File: config.mk
export PLATFORM = sky130hd
export DESIGN_NAME = stream_pkt_arbiter
export DESIGN_NICKNAME = d
export VERILOG_FILES = /design/src/rtl/stream_pkt_pkg.sv /design/src/rtl/stream_pkt_arbiter_rr_pick.sv /design/src/rtl/stream_pkt_arbiter.sv
export SDC_FILE = /design/constraint.sdc
export NUM_CORES = 1
export LEC_CHECK = 0
export CORE_ASPECT_RATIO = 1.5
export CORE_MARGIN = 5
export CORE_UTILIZATION = 40
export CTS_CLUSTER_SIZE = 8
export DETAILED_ROUTE_END_ITERATION = 7
export GPL_TIMING_DRIVEN = 0
export PLACE_DENSITY = 0.79
export SYNTH_ARGS = -nofsm -noshare
export SYNTH_HDL_FRONTEND = slang
export SYNTH_SLANG_ARGS = --single-unit
File: constraint.sdc
create_clock -name clk -period 2.5 [get_ports clk]
set_clock_uncertainty 0.15 [all_clocks]
set_input_delay 0.75 -clock clk [delete_from_list [all_inputs] [get_ports clk]]
set_output_delay 0.75 -clock clk [all_outputs]
set_load 0.05 [all_outputs]
File: src/rtl/stream_pkt_pkg.sv
// stream_pkt_pkg: shared FSM encoding and round-robin helper for the packet arbiter
package stream_pkt_pkg;
    typedef enum logic [1:0] {
        ST_IDLE  = 2'd0,
        ST_XFER  = 2'd1,
        ST_DRAIN = 2'd2
    } state_t;
    function automatic int rr_next(input int ptr, input int n);
        return (ptr + 1 >= n) ? 0 : ptr + 1;
    endfunction
endpackage

File: src/rtl/stream_pkt_arbiter_rr_pick.sv
// rr_pick: rotate-and-priority-encode, first requester at or after ptr wins
module rr_pick
#(
    parameter int N_INPUTS = 4,
    parameter int SRC_W    = (N_INPUTS > 1) ? $clog2(N_INPUTS) : 1
) (
    input  logic [N_INPUTS-1:0] req,
    input  logic [SRC_W-1:0]    ptr,
    output logic                found,
    output logic [SRC_W-1:0]    idx
);
    // scan from the farthest offset back to ptr so the nearest requester overwrites
    always_comb begin
        found = 1'b0;
        idx   = '0;
        for (int k = N_INPUTS - 1; k >= 0; k--) begin
            if (req[(int'(ptr) + k) % N_INPUTS]) begin
                found = 1'b1;
                idx   = SRC_W'((int'(ptr) + k) % N_INPUTS);
            end
        end
    end
endmodule

File: src/rtl/stream_pkt_arbiter.sv
// stream_pkt_arbiter: packet-atomic round-robin mux of N streams into a 2-entry skid output
module stream_pkt_arbiter
    import stream_pkt_pkg::*;
#(
    parameter int N_INPUTS      = 4,
    parameter int DIN_WIDTH     = 64,
    parameter int MAX_PKT_WORDS = 1024,
    parameter int SRC_W         = (N_INPUTS > 1) ? $clog2(N_INPUTS) : 1
) (
    input  logic                          clk,
    input  logic                          rst_n,
    input  logic [N_INPUTS*DIN_WIDTH-1:0] din,
    input  logic [N_INPUTS-1:0]           din_valid,
    input  logic [N_INPUTS-1:0]           din_last,
    output logic [N_INPUTS-1:0]           din_ready,
    output logic [DIN_WIDTH-1:0]          dout,
    output logic                          dout_valid,
    output logic                          dout_last,
    output logic [SRC_W-1:0]              dout_src,
    input  logic                          dout_ready,
    output logic                          pkt_err,
    output logic                          busy
);
    localparam int CNT_W = $clog2(MAX_PKT_WORDS + 1);
    state_t                r_state, w_state_nxt;
    logic [SRC_W-1:0]      r_grant, r_rr_ptr, w_pick_idx;
    logic [SRC_W-1:0]      r_dout_src, r_skid_src;
    logic [CNT_W-1:0]      r_word_cnt;
    logic [DIN_WIDTH-1:0]  r_dout, r_skid_data, w_din;
    logic                  r_dout_valid, r_dout_last, r_skid_valid, r_skid_last, r_pkt_err;
    logic                  w_pick_found, w_last, w_ready, w_push, w_push_last, w_err, w_done, w_pop, w_at_max;

    rr_pick #(.N_INPUTS(N_INPUTS), .SRC_W(SRC_W)) u_pick (
        .req   (din_valid),
        .ptr   (r_rr_ptr),
        .found (w_pick_found),
        .idx   (w_pick_idx)
    );

    assign w_din      = din[int'(r_grant)*DIN_WIDTH +: DIN_WIDTH];
    assign w_last     = din_last[r_grant];
    assign w_pop      = r_dout_valid & dout_ready;
    assign w_at_max   = (r_word_cnt == CNT_W'(MAX_PKT_WORDS - 1));
    assign dout       = r_dout;
    assign dout_valid = r_dout_valid;
    assign dout_last  = r_dout_last;
    assign dout_src   = r_dout_src;
    assign pkt_err    = r_pkt_err;
    assign busy       = (r_state != ST_IDLE);

    // state register
    always_ff @(posedge clk or negedge rst_n) begin
        if (!rst_n) r_state <= ST_IDLE;
        else        r_state <= w_state_nxt;
    end

    // next state, ready gating and push/error decode; ready depends only on registered occupancy
    always_comb begin
        w_state_nxt = r_state;
        w_ready     = 1'b0;
        w_push      = 1'b0;
        w_push_last = 1'b0;
        w_err       = 1'b0;
        w_done      = 1'b0;
        case (r_state)
            ST_IDLE: if (w_pick_found) w_state_nxt = ST_XFER;
            ST_XFER: begin
                w_ready     = !(r_dout_valid && r_skid_valid);
                w_push      = w_ready && din_valid[r_grant];
                w_push_last = w_last || w_at_max;
                w_done      = w_push && w_last;
                w_err       = w_push && !w_last && w_at_max;
                w_state_nxt = w_done ? ST_IDLE : (w_err ? ST_DRAIN : ST_XFER);
            end
            ST_DRAIN: begin
                w_ready     = 1'b1;
                w_done      = din_valid[r_grant] && w_last;
                w_state_nxt = w_done ? ST_IDLE : ST_DRAIN;
            end
            default: w_state_nxt = ST_IDLE;
        endcase
    end

    // only the granted source ever sees ready
    always_comb begin
        din_ready          = '0;
        din_ready[r_grant] = w_ready;
    end

    // grant capture, word counting, round-robin pointer advance and error pulse
    always_ff @(posedge clk or negedge rst_n) begin
        if (!rst_n) begin
            r_grant    <= '0;
            r_rr_ptr   <= '0;
            r_word_cnt <= '0;
            r_pkt_err  <= 1'b0;
        end else begin
            r_pkt_err <= w_err;
            if (r_state == ST_IDLE && w_pick_found) begin
                r_grant    <= w_pick_idx;
                r_word_cnt <= '0;
            end
            if (w_push) r_word_cnt <= r_word_cnt + CNT_W'(1);
            if (w_done) r_rr_ptr <= SRC_W'(rr_next(int'(r_grant), N_INPUTS));
        end
    end

    // output register refills from the skid entry first, else straight from the pushed beat
    always_ff @(posedge clk or negedge rst_n) begin
        if (!rst_n) begin
            r_dout       <= '0;
            r_dout_valid <= 1'b0;
            r_dout_last  <= 1'b0;
            r_dout_src   <= '0;
            r_skid_data  <= '0;
            r_skid_valid <= 1'b0;
            r_skid_last  <= 1'b0;
            r_skid_src   <= '0;
        end else begin
            if (w_push) begin
                r_skid_data <= w_din;
                r_skid_last <= w_push_last;
                r_skid_src  <= r_grant;
            end
            if (!r_dout_valid || w_pop) begin
                r_dout_valid <= r_skid_valid || w_push;
                r_skid_valid <= r_skid_valid && w_push;
                if (r_skid_valid) begin
                    r_dout      <= r_skid_data;
                    r_dout_last <= r_skid_last;
                    r_dout_src  <= r_skid_src;
                end else if (w_push) begin
                    r_dout      <= w_din;
                    r_dout_last <= w_push_last;
                    r_dout_src  <= r_grant;
                end
            end else if (w_push) begin
                r_skid_valid <= 1'b1;
            end
        end
    end
endmodule

==> summary by stage <==
Timing
Derived from the worst setup path, the maximum achievable clock frequency is roughly 380 MHz. The worst path uses 106.1% of the clock period. Setup repair after global routing could not meet its margin everywhere.

For the finished layout, the period the worst path requires is 2.652 ns. The headroom to the max-slew limit is 57.94%. Hold is met by around 0.046 ns.

The max-slew violation count is 0. After layout, the worst setup slack is -0.1515 ns. For the final routed database, the setup TNS stands at -0.5911 ns. The final number of hold-violating endpoints is 0.

The measured slew at the worst slew-check pin is around 0.62 ns. The number of endpoints failing setup at the final stage is 4.

Logic synthesis
In the synthesized netlist, the number of instances is 726. The most used flip-flop cell after synthesis is sky130_fd_sc_hd__dfrtp_1. The number of library cell types mapped by synthesis is 43.

The leading cell type by number of instances after synthesis is sky130_fd_sc_hd__nand2_1. The number of register bits inferred by synthesis is approximately 150. After synthesis, the cell types taking the most area are sky130_fd_sc_hd__dfrtp_1, sky130_fd_sc_hd__mux4_2, sky130_fd_sc_hd__mux2_2. The number of enable flip-flop cells after synthesis is 0.

Synthesis produced a netlist with a net count of 1002. In the synthesized netlist, the cells that appear most often are sky130_fd_sc_hd__nand2_1, sky130_fd_sc_hd__dfrtp_1, sky130_fd_sc_hd__mux2_2. After synthesis, the largest area contributor takes up 44.30% of total cell area. The area of the mapped netlist is approximately 8700 sq um.

The largest area contributor in the synthesized netlist is sky130_fd_sc_hd__dfrtp_1. For this run, the number of Yosys warnings is 0. After synthesis, the mean cell area works out to ~12 sq um. Sequential cells were found to cover 44.30% of the synthesized design area. The share of synthesized registers carrying an async set or reset is between 90% and 100%.

Power
Registers are responsible for approximately 24% of the overall power. VDD sags by at most 562.2 uV. The power per unit of standard cell area is 1337 nW/um^2. The static leakage is 5.824 nW.

The part of the total power dissipated in combinational logic is 61.3%. The net load switching power is about 7.9 mW. The net switching fraction of the power is 44.05%. The clock share of power is between 10 and 15%. The internal power of the cells totals ~10 mW.

Clock network
The cell at the root of the clock tree is sky130_fd_sc_hd__clkbuf_16. The number of buffers added by the clock tree synthesis step is 17. The clock-pin slew of the registers on the worst-case setup and hold paths is 0.07 ns. The worst-case clock buffer depth is 2. Clock tree synthesis found a total of approximately 150 sinks. The source-to-sink clock delay at the later pin of the worst-skew pair is between 0.4 and 0.5 ns. TritonCTS built the clock tree.

The H-tree depth is 4.

Die
Measured along the x axis, the die boundary spans 130.4 um. Once the floorplan was initialized, standard cells occupied 40.36% of the core. The die covers between 20000 and 25000 sq um. The number of top-level pins is between 300 and 400. The count of standard-cell rows is 66. The die is 190.6 um tall.

The region available for standard cell placement spans 21550 sq um.

Setup path
The count of buffer and inverter cells on the critical path is 3. The cell count along the critical path is 7. The startpoint kind of the worst setup timing path is a register. The critical path required time is ~1.6 ns. The signal on the critical path passes through inv_2, ha_4, a21boi_4, o21ai_4, buf_12, nor2_4, buf_8.

STA classifies the critical path endpoint as an output pin. The type of the worst setup path is register to output pin. The cell type of the slowest stage on the worst timing path is sky130_fd_sc_hd__dfrtp_1. The category of cells accounting for the largest share of critical-path delay is flip-flops. The largest single stage delay on the critical path is about 0.41 ns. The arrival time of data at the critical path endpoint is between 1.5 and 2 ns.

The largest driver fanout on the critical path is 6. The worst reg-to-reg path cell count is 8.

Global routing
For this run, the total global-route usage over all layers was measured as between 20% and 30%. The number of antenna violations at the first check in global routing is 1. The first global-routing pass estimated ~42 mm of wire. Entering global routing, the biggest net connects 120 pins.

The number of global-route vias before repair is ~7800. For this run the aggregate overflow at the end of global routing stands at 0.

Drt
Dividing the detail-routed wire length by the instance count gives approximately 20 um. After detailed routing, the total wire length is 27.80 mm. In this run, the number of DRC markers left after iteration 0 of detailed routing was 296. The mean number of vias per cell is around 5.2. The remaining number of nets flagged by the antenna check after routing is 0. The final route contains 7272 vias. The detailed-route DRC error count is 0. The number of detailed-routing iterations run before antenna repair is 5.

Job
The number of maximum-capacitance violations is 0.

Cells and area
The area used by multi-input combinational logic is ~4700 sq um. The diode insertion count for antenna repair is 0. The combined flip-flop and latch cell area is 3855 sq um. The core utilization of the finished layout is about 62%.

The number of cells in the finished layout apart from fillers is around 1400. The layout overhead on the synthesized area is 53.55%. Fill cells in the final layout number approximately 1800. The total number of nets in the final design is 1378. Of the cells placed in the final design, the portion with a size suffix greater than 1 is between 20% and 30%.

Run status
The final reports fail on setup timing. The run finished, with violations left.

Placement
The HPWL reported at the end of detailed placement is around 22 mm. Routability-driven placement finished with a final weighted congestion of approximately 0.80. Including well taps, the total number of placed cells is about 1300. The number of port buffers is 340. OpenSTA, run right after detailed placement, puts the worst setup slack at -1.429 ns.

Worst hold path
The classification of the worst-slack hold path is input pin to async pin.
## cell type report
| class | count | share of cell area [%] |
|---|---|---|
| buffer | 47 | 2.660 |
| clock buffer | 18 | 3.213 |
| clock inverter | 14 | 1.124 |
| inverter | 16 | 0.4684 |
| multi-input combinational | 508 | 34.82 |
| sequential | 154 | 28.86 |
| tap | 272 | 2.548 |
| timing repair buffer | 358 | 26.30 |
## registers in the layout, indices dropped and copies added, names as in the netlist, 2 cells and up
signal       flops
dout            64
dout_src         2
r_grant          2
r_rr_ptr         2
r_skid_data     64
r_skid_src       2
r_state          2
r_word_cnt      11
## layer usage
metal / part of all wire (%) / GRT usage, % / vias to the layer above
met5: 0.047 / 0 / -
met4: 2.4 / 7.284 / 2
met3: 7.1 / 5.157 / 40
met2: 54 / 40.67 / 281
met1: 36 / 24.56 / 3611
li1: - / - / 3338
## cell families (layout without fill, tap and decap cells)
family                     count (synthesis)  in the layout  share of synthesized area, %
muxes                                    202            202                         35.95
adders and majority gates                  9              9                         1.295
xor gates and xnor gates                   2              2                        0.2014
DFF                                      154            154                         44.30
buffers and inverters                     64            453                         3.524
AOI/OAI and AO/OA                         41             41                         3.021
and+or+nand+nor                          254            254                         11.71
## worst paths after layout
kind | start | to | slack, ns
worst max-delay path | r_state[1]$_DFFE_PN0P_ | din_ready[0] | -0.15
worst min-delay path | rst_n | r_grant[0]$_DFFE_PN0P_ | 0.05
worst max register to register | r_grant[1]$_DFFE_PN0P_ | dout[35]$_DFFE_PN0P_ | 0.03
max in group asynchronous | rst_n | r_skid_data[32]$_DFFE_PN0P_ | 1.26
worst min register to register | r_skid_data[32]$_DFFE_PN0P_ | r_skid_data[32]$_DFFE_PN0P_ | 0.32
min in group clk | r_skid_data[32]$_DFFE_PN0P_ | r_skid_data[32]$_DFFE_PN0P_ | 0.32
## cells in the final DEF, fill, tap and decap left out, drive strengths merged, types with 3 or more instances in the layout
| cell type | netlist | routed |
|---|---|---|
| clkinv | 0 | 3 |
| dlygate4sd2 | 0 | 71 |
| dfrtp | 154 | 154 |
| nand2 | 220 | 220 |
| nor2 | 7 | 7 |
| clkbuf | 23 | 41 |
| mux2i | 3 | 3 |
| or3 | 3 | 3 |
| a21oi | 10 | 10 |
| clkdlybuf4s50 | 0 | 262 |
| o21ai | 15 | 15 |
| ha | 9 | 9 |
| mux2 | 133 | 133 |
| inv | 16 | 25 |
| nand3 | 9 | 9 |
| mux4 | 66 | 66 |
| o41ai | 3 | 3 |
| buf | 25 | 48 |
## stage by stage
step | total power [mW] | instance area, sq um
after floorplan | 11.88 | 8732
after global placement | 15.01 | 12480
after detailed placement | 15.27 | 12510
after CTS | 17.94 | 13290
after global routing | 18.93 | 13360
final | 17.86 | 13360
## power groups by stage
stage                     Combinational (mW)  Clock [mW]  Sequential (mW)
after CTS                               11.0        2.62             4.34
after global routing                    11.7        2.72             4.49
after floorplan                         5.64           0             6.23
after global placement                  10.7           0             4.32
after detailed placement                10.9           0             4.38
final                                   11.0        2.57             4.34
## timing repair
| item | CTS | global route |
|---|---|---|
| buffers inserted | 14 | 4 |
| hold buffers | 0 | 0 |
| pin swaps | 2 | 2 |
| gates resized for setup | 149 | 27 |
| endpoints found under the setup margin | 216 | 90 |
(Power assumes the default switching activity.)
